## src/rtl/reg_mtimer.sv

```systemverilog
// RISC-V style 64-bit machine timer (mtime/mtimecmp) with prescaler behind a register-interface slot.
// Optional REG_MTIMER_SNAPSHOT_EN: a read of MTIME_LO latches mtime[63:32] for a coherent MTIME_HI read.

package reg_mtimer_pkg;
  localparam int unsigned AddrWidth = 32;
  localparam int unsigned DataWidth = 32;
  localparam int unsigned StrbWidth = DataWidth / 8;

  typedef struct packed {
    logic [AddrWidth-1:0] addr;
    logic                 write;
    logic [DataWidth-1:0] wdata;
    logic [StrbWidth-1:0] wstrb;
    logic                 valid;
  } reg_req_t;

  typedef struct packed {
    logic [DataWidth-1:0] rdata;
    logic                 error;
    logic                 ready;
  } reg_rsp_t;
endpackage

module reg_mtimer #(
  parameter type         reg_req_t   = reg_mtimer_pkg::reg_req_t,
  parameter type         reg_rsp_t   = reg_mtimer_pkg::reg_rsp_t,
  parameter int unsigned RegAddrBits = 5
) (
  input  logic     clk_i,
  input  logic     rst_ni,
  input  reg_req_t reg_req_i,
  output reg_rsp_t reg_rsp_o,
  output logic     time_irq_o
);

  localparam int unsigned PscWidth  = 16;
  localparam int unsigned TimeWidth = 64;

  localparam logic [2:0] IdxCtrl      = 3'd0;
  localparam logic [2:0] IdxPrescale  = 3'd1;
  localparam logic [2:0] IdxMtimeLo   = 3'd2;
  localparam logic [2:0] IdxMtimeHi   = 3'd3;
  localparam logic [2:0] IdxMtimecmpLo = 3'd4;
  localparam logic [2:0] IdxMtimecmpHi = 3'd5;
  localparam logic [2:0] IdxStatus    = 3'd6;

  logic                   r_ctrl_en;
  logic                   r_ctrl_irq_en;
  logic [PscWidth-1:0]    r_prescale;
  logic [PscWidth-1:0]    r_psc_cnt;
  logic [TimeWidth-1:0]   r_mtime;
  logic [TimeWidth-1:0]   r_mtimecmp;
  logic                   r_irq;

  logic                   w_ctrl_en_next;
  logic                   w_ctrl_irq_en_next;
  logic [PscWidth-1:0]    w_prescale_next;
  logic [PscWidth-1:0]    w_psc_cnt_next;
  logic [TimeWidth-1:0]   w_mtime_next;
  logic [TimeWidth-1:0]   w_mtimecmp_next;

  logic [RegAddrBits-1:0] w_off;
  logic [2:0]             w_idx;
  logic                   w_err;
  logic                   w_wr;
  logic                   w_rd;
  logic                   w_tick;
  logic                   w_status;
  logic [31:0]            w_live_word;
  logic [31:0]            w_rd_word;
  logic [31:0]            w_merged;
  logic [31:0]            w_mtime_hi_rd;
  logic                   w_unused_addr;

  // Byte-lane merge of a write into the current register contents.
  function automatic logic [31:0] merge_bytes(input logic [31:0] old_v,
                                              input logic [31:0] new_v,
                                              input logic [3:0]  strb);
    logic [31:0] res;
    res = old_v;
    for (int b = 0; b < 4; b++) begin
      if (strb[b]) res[8*b +: 8] = new_v[8*b +: 8];
    end
    return res;
  endfunction

  assign w_unused_addr = ^reg_req_i.addr;

  // Address decode and error classification.
  assign w_off    = reg_req_i.addr[RegAddrBits-1:0];
  assign w_idx    = w_off[4:2];
  assign w_err    = reg_req_i.valid &&
                    ((|w_off[1:0]) || (w_off > RegAddrBits'(24)) ||
                     (reg_req_i.write && (w_idx == IdxStatus)));
  assign w_wr     = reg_req_i.valid && reg_req_i.write && !w_err;
  assign w_rd     = reg_req_i.valid && !reg_req_i.write && !w_err;
  assign w_status = (r_mtime >= r_mtimecmp);
  assign w_tick   = r_ctrl_en && (r_psc_cnt == r_prescale);

  always_comb begin
    w_live_word = '0;
    case (w_idx)
      IdxCtrl:       w_live_word = {30'd0, r_ctrl_irq_en, r_ctrl_en};
      IdxPrescale:   w_live_word = {16'd0, r_prescale};
      IdxMtimeLo:    w_live_word = r_mtime[31:0];
      IdxMtimeHi:    w_live_word = r_mtime[63:32];
      IdxMtimecmpLo: w_live_word = r_mtimecmp[31:0];
      IdxMtimecmpHi: w_live_word = r_mtimecmp[63:32];
      IdxStatus:     w_live_word = {31'd0, w_status};
      default:       w_live_word = '0;
    endcase
  end

  assign w_rd_word = (w_idx == IdxMtimeHi) ? w_mtime_hi_rd : w_live_word;
  assign w_merged  = merge_bytes(w_live_word, reg_req_i.wdata, reg_req_i.wstrb);

  always_comb begin
    reg_rsp_o       = '0;
    reg_rsp_o.ready = reg_req_i.valid;
    reg_rsp_o.error = w_err;
    reg_rsp_o.rdata = w_rd ? w_rd_word : '0;
  end

  // Next-state: prescaler tick advances mtime; a bus write to a timer half overrides the tick.
  always_comb begin
    w_ctrl_en_next     = r_ctrl_en;
    w_ctrl_irq_en_next = r_ctrl_irq_en;
    w_prescale_next    = r_prescale;
    w_psc_cnt_next     = r_psc_cnt;
    w_mtime_next       = w_tick ? (r_mtime + 64'd1) : r_mtime;
    w_mtimecmp_next    = r_mtimecmp;
    if (r_ctrl_en) begin
      w_psc_cnt_next = w_tick ? '0 : (r_psc_cnt + 16'd1);
    end
    if (w_wr) begin
      case (w_idx)
        IdxCtrl: begin
          w_ctrl_en_next     = w_merged[0];
          w_ctrl_irq_en_next = w_merged[1];
        end
        IdxPrescale: begin
          w_prescale_next = w_merged[15:0];
          w_psc_cnt_next  = '0;
        end
        IdxMtimeLo:    w_mtime_next    = {r_mtime[63:32], w_merged};
        IdxMtimeHi:    w_mtime_next    = {w_merged, r_mtime[31:0]};
        IdxMtimecmpLo: w_mtimecmp_next = {r_mtimecmp[63:32], w_merged};
        IdxMtimecmpHi: w_mtimecmp_next = {w_merged, r_mtimecmp[31:0]};
        default: ;
      endcase
    end
  end

  always_ff @(posedge clk_i or negedge rst_ni) begin
    if (!rst_ni) begin
      r_ctrl_en     <= 1'b0;
      r_ctrl_irq_en <= 1'b0;
      r_prescale    <= '0;
      r_psc_cnt     <= '0;
      r_mtime       <= '0;
      r_mtimecmp    <= '1;
      r_irq         <= 1'b0;
    end else begin
      r_ctrl_en     <= w_ctrl_en_next;
      r_ctrl_irq_en <= w_ctrl_irq_en_next;
      r_prescale    <= w_prescale_next;
      r_psc_cnt     <= w_psc_cnt_next;
      r_mtime       <= w_mtime_next;
      r_mtimecmp    <= w_mtimecmp_next;
      r_irq         <= w_ctrl_irq_en_next && (w_mtime_next >= w_mtimecmp_next);
    end
  end

`ifdef REG_MTIMER_SNAPSHOT_EN
  logic [31:0] r_mtime_hi_snap;

  // Latch the upper half on a LO read so a following HI read is coherent.
  always_ff @(posedge clk_i or negedge rst_ni) begin
    if (!rst_ni) begin
      r_mtime_hi_snap <= '0;
    end else if (w_rd && (w_idx == IdxMtimeLo)) begin
      r_mtime_hi_snap <= r_mtime[63:32];
    end
  end

  assign w_mtime_hi_rd = r_mtime_hi_snap;
`else
  assign w_mtime_hi_rd = r_mtime[63:32];
`endif

  assign time_irq_o = r_irq;

endmodule

```

## config.mk

```make
export PLATFORM = sky130hd
export DESIGN_NAME = reg_mtimer
export DESIGN_NICKNAME = d
export VERILOG_FILES = /design/src/rtl/reg_mtimer.sv
export SDC_FILE = /design/constraint.sdc
export NUM_CORES = 1
export LEC_CHECK = 0
export ABC_CLOCK_PERIOD_IN_PS = 6880
export BUFFER_PORTS_ARGS = -buffer_cell sky130_fd_sc_hd__buf_2
export CORE_MARGIN = 2
export CORE_UTILIZATION = 47
export CTS_CLUSTER_DIAMETER = 100
export DETAILED_ROUTE_END_ITERATION = 8
export PLACE_DENSITY_LB_ADDON = 0.3
export SYNTH_ARGS = -nofsm -noshare
export SYNTH_HDL_FRONTEND = slang
export SYNTH_SLANG_ARGS = --single-unit
```

## constraint.sdc

```tcl
create_clock -name clk_i -period 6.88 [get_ports clk_i]
set_input_delay 0 -clock clk_i [delete_from_list [all_inputs] [get_ports clk_i]]
set_output_delay 0 -clock clk_i [all_outputs]
set_load 0.05 [all_outputs]
```

==> flow_metrics.py <==
metrics = {
    "clocking": {
        "hold_buffers": 5,
        "cts_tree": "yes",
        "path_clk_slew_ns": 0.07,
        "clkLatencyLatePin_ns": 0.45,
        "clock_sinks": 163,
        "cts_buffer_depth": 2,
        "postCtsResizedCells": 0,
        "htree_levels": 4,
        "cts_setup_buffers": 0,
        "tritoncts.num_buffers": 17,
        "cts_root_buf": "clkbuf_16",
    },
    "synth": {
        "seq_area_frac_synth": 0.318,
        "syn-cell-area_mm2": 0.0131,
        "synth_cells": 1562,
        "synth_warnings": 0,
        "synth_edf_count": 0,
        "synth.distinct_cells": 79,
        "async_flop_share": 1.00,
        "syn_nets": 1764,
        "synth_top_area_share": 0.190,
        "postSynthAreaPerCell_um2": 8.37,
        "synth_largest_area_cell": "dfrtp_1",
        "ys_ff_latch": 163,
        "netlist_top_cells_area": "dfrtp_1 (19%), dfstp_2 (13%), ha_1 (12%)",
        "synthFlopType": "dfrtp_1",
    },
    "finish": {
        "diodes": 0,
        "nNetsFinal": 1808,
        "fin_util": 0.525,
        "fillers": 2568,
        "drive_above_1_share": 0.157,
        "layout_commonest_cell": "inv_1",
        "layout_common_cells": "inv_1 (143), nand2_1 (141), nor2_1 (132), a21oi_1 (132), ha_1 (130)",
        "syn2layout_area_growth_pct": 10.7,
        "final_cell_count_no_fill": 1997,
    },
    "job": {
        "drv_cap": 0,
    },
    "sta": {
        "relSlewSlack": 0.218,
        "slew_viol_final": 0,
        "hold_viol": 0,
        "whs_ns": 0.00233,
        "rsz0062_at_grt": "false",
        "layout_setup_ws_ns": 1.64,
        "layout_min_cycle_time_ns": 5.24,
        "fmax_ghz": 0.191,
        "setup_viol": 0,
        "finalClockSkew_ns": 0.0140,
        "tightest_slew_ns": 1.17,
        "fin_crit_sh": 0.762,
        "setup_tns_ns": 0,
    },
    "routing": {
        "drc": 0,
        "via_per_inst": 6.30,
        "antenna_left": 0,
        "post_drt_wl_per_cell_um": 22.4,
        "num_vias": 12600,
        "wl_um": 44800,
        "firstDrtPassIters": 6,
        "drtIter0Drc": 1261,
    },
    "global_routing": {
        "grt_max_degree": 99,
        "overflow": 0,
        "grt_pass1_vias": 12300,
        "grt_use_total": 0.313,
        "grt_pass1_wl_um": 69500,
        "antenna_found_initial": 0,
    },
    "worst_setup_path": {
        "required_ns": 7.20,
        "crit_arrival_ns": 5.56,
        "worstPathBufferInverterCount": 0,
        "cp-start-kind": "flop",
        "worstSetupPathType": "reg2reg",
        "slowest_stage": "or4_1",
        "slowest_delay_ns": 0.66,
        "path_common_cell": "o21ai_0",
        "cp_max_fo": 7,
        "cp_top_family": "simple AND/OR/NAND/NOR gates",
        "crit_chain": "and4_1, nand4_1, nand3b_1, or4_1, nor3_2, nand2_1, a21oi_1, o211a_1, ha_1, a2111oi_0, o21ai_0, o21ai_0, o31ai_1, a211oi_1, o21ai_0, a31oi_1, o21ai_0",
        "end_kind": "flop",
    },
    "worst_hold_path": {
        "min_path_type": "in2reg",
    },
    "placement": {
        "gp_congestion": 0.982,
        "place_inst": 1960,
        "numPortBuffers": 79,
        "pre_cts_slack_ns": 1.84,
        "dp_hpwl_um": 33200,
    },
    "pwr": {
        "irDropWorstVdd_uv": 176,
        "power.density_mw_per_mm2": 254,
        "leakagePower_nw": 6.65,
    },
    "floorplanning": {
        "initial_core_util": 0.474,
        "ios": 107,
        "die_x_um": 171,
        "die-area_mm2": 0.0292,
        "coreArea_mm2": 0.0276,
        "std_cell_rows": 61,
        "fp.dieH_um": 171,
    },
    "run_status": {
        "outcome": "finished clean",
    },
}
==> synth_stat cells (19+ instances only) <==
cell type / instances
nor2_1: 134
dfstp_2: 64
mux2_2: 22
inv_1: 143
nand4_1: 46
o21a_1: 25
a21oi_1: 132
ha_1: 130
mux2i_1: 47
nor3_1: 31
dfrtp_1: 99
a211oi_1: 19
clkbuf_1: 69
nand3_1: 46
nand2_1: 143
a21o_1: 33
o21ai_0: 72
==> cells by family after synthesis <==
logic type | share of synthesized area
multiplexers | 0.0549
AND/OR/NAND/NOR | 0.195
AO/OA/AOI/OAI | 0.219
flip-flops | 0.318
XOR/XNOR | 0.0214
buffers and inverters | 0.0667
adder cells (fa/ha/maj) | 0.124
==> through the flow <==
stage	power, mW	area, um2
global placement	2.60	13800
CTS	3.65	14500
floorplan	2.21	13100
finish	3.68	14500
global route	3.89	14500
detailed placement	2.64	13800
==> path summary, 6_finish.rpt <==
| path | start | to | slack, ns | depth (start not counted) |
|---|---|---|---|---|
| setup / recovery | r_mtime[8]$_DFF_PN0_ | time_irq_o$_DFF_PN0_ | 1.64 | 17 |
| hold / removal | reg_req_i[23] | r_mtimecmp[50]$_DFF_PN1_ | 0.002 | 3 |
| setup reg to reg | r_mtime[8]$_DFF_PN0_ | time_irq_o$_DFF_PN0_ | 1.64 | 17 |
| hold reg to reg | r_mtimecmp[39]$_DFF_PN1_ | r_mtimecmp[39]$_DFF_PN1_ | 0.53 | 1 |
| max in group asynchronous | rst_ni | r_mtime[40]$_DFF_PN0_ | 5.16 | 3 |
| min in group asynchronous | rst_ni | r_ctrl_en$_DFFE_PN0P_ | 0.25 | 2 |
==> where the power goes <==
group / internal [mW] / switching [mW] / total (mW)
clock: 0.547 / 0.455 / 1.00
combinational: 0.523 / 0.762 / 1.28
sequential: 1.14 / 0.245 / 1.39
==> cell type report <==
cell class / count / area, um2 / share of cell area
Multi-Input combinational cell: 1173 / 8070 / 0.557
Tap cell: 378 / 473 / 0.0327
Timing Repair Buffer: 107 / 637 / 0.0440
Clock buffer: 18 / 429 / 0.0297
Inverter: 144 / 541 / 0.0374
Clock inverter: 14 / 164 / 0.0113
Sequential cell: 163 / 4160 / 0.287
==> layer usage <==
| layer | GRT usage | up-vias | share of wire |
|---|---|---|---|
| li1 | - | 5762 | - |
| met1 | 0.397 | 5989 | 0.40 |
| met2 | 0.511 | 677 | 0.46 |
| met3 | 0.0694 | 147 | 0.096 |
| met4 | 0.140 | 0 | 0.043 |
| met5 | 0 | - | 0 |
==> registers in the layout, summed over array words and instances (netlist names) <==
register,flops
time_irq_o,1
r_psc_cnt,16
r_ctrl_en,1
r_ctrl_irq_en,1
r_prescale,16
r_mtimecmp,64
r_mtime,64
==> worst register-to-register path: cells and delay by family (launching register included) <==
family                     cells  cell delay [ns]
adders and majority gates      1             0.23
DFF                            1             0.53
and+or+nand+nor                6             2.28
AOI/OAI and AO/OA             10             2.06
No activity file was read; power rests on OpenSTA's default activity.
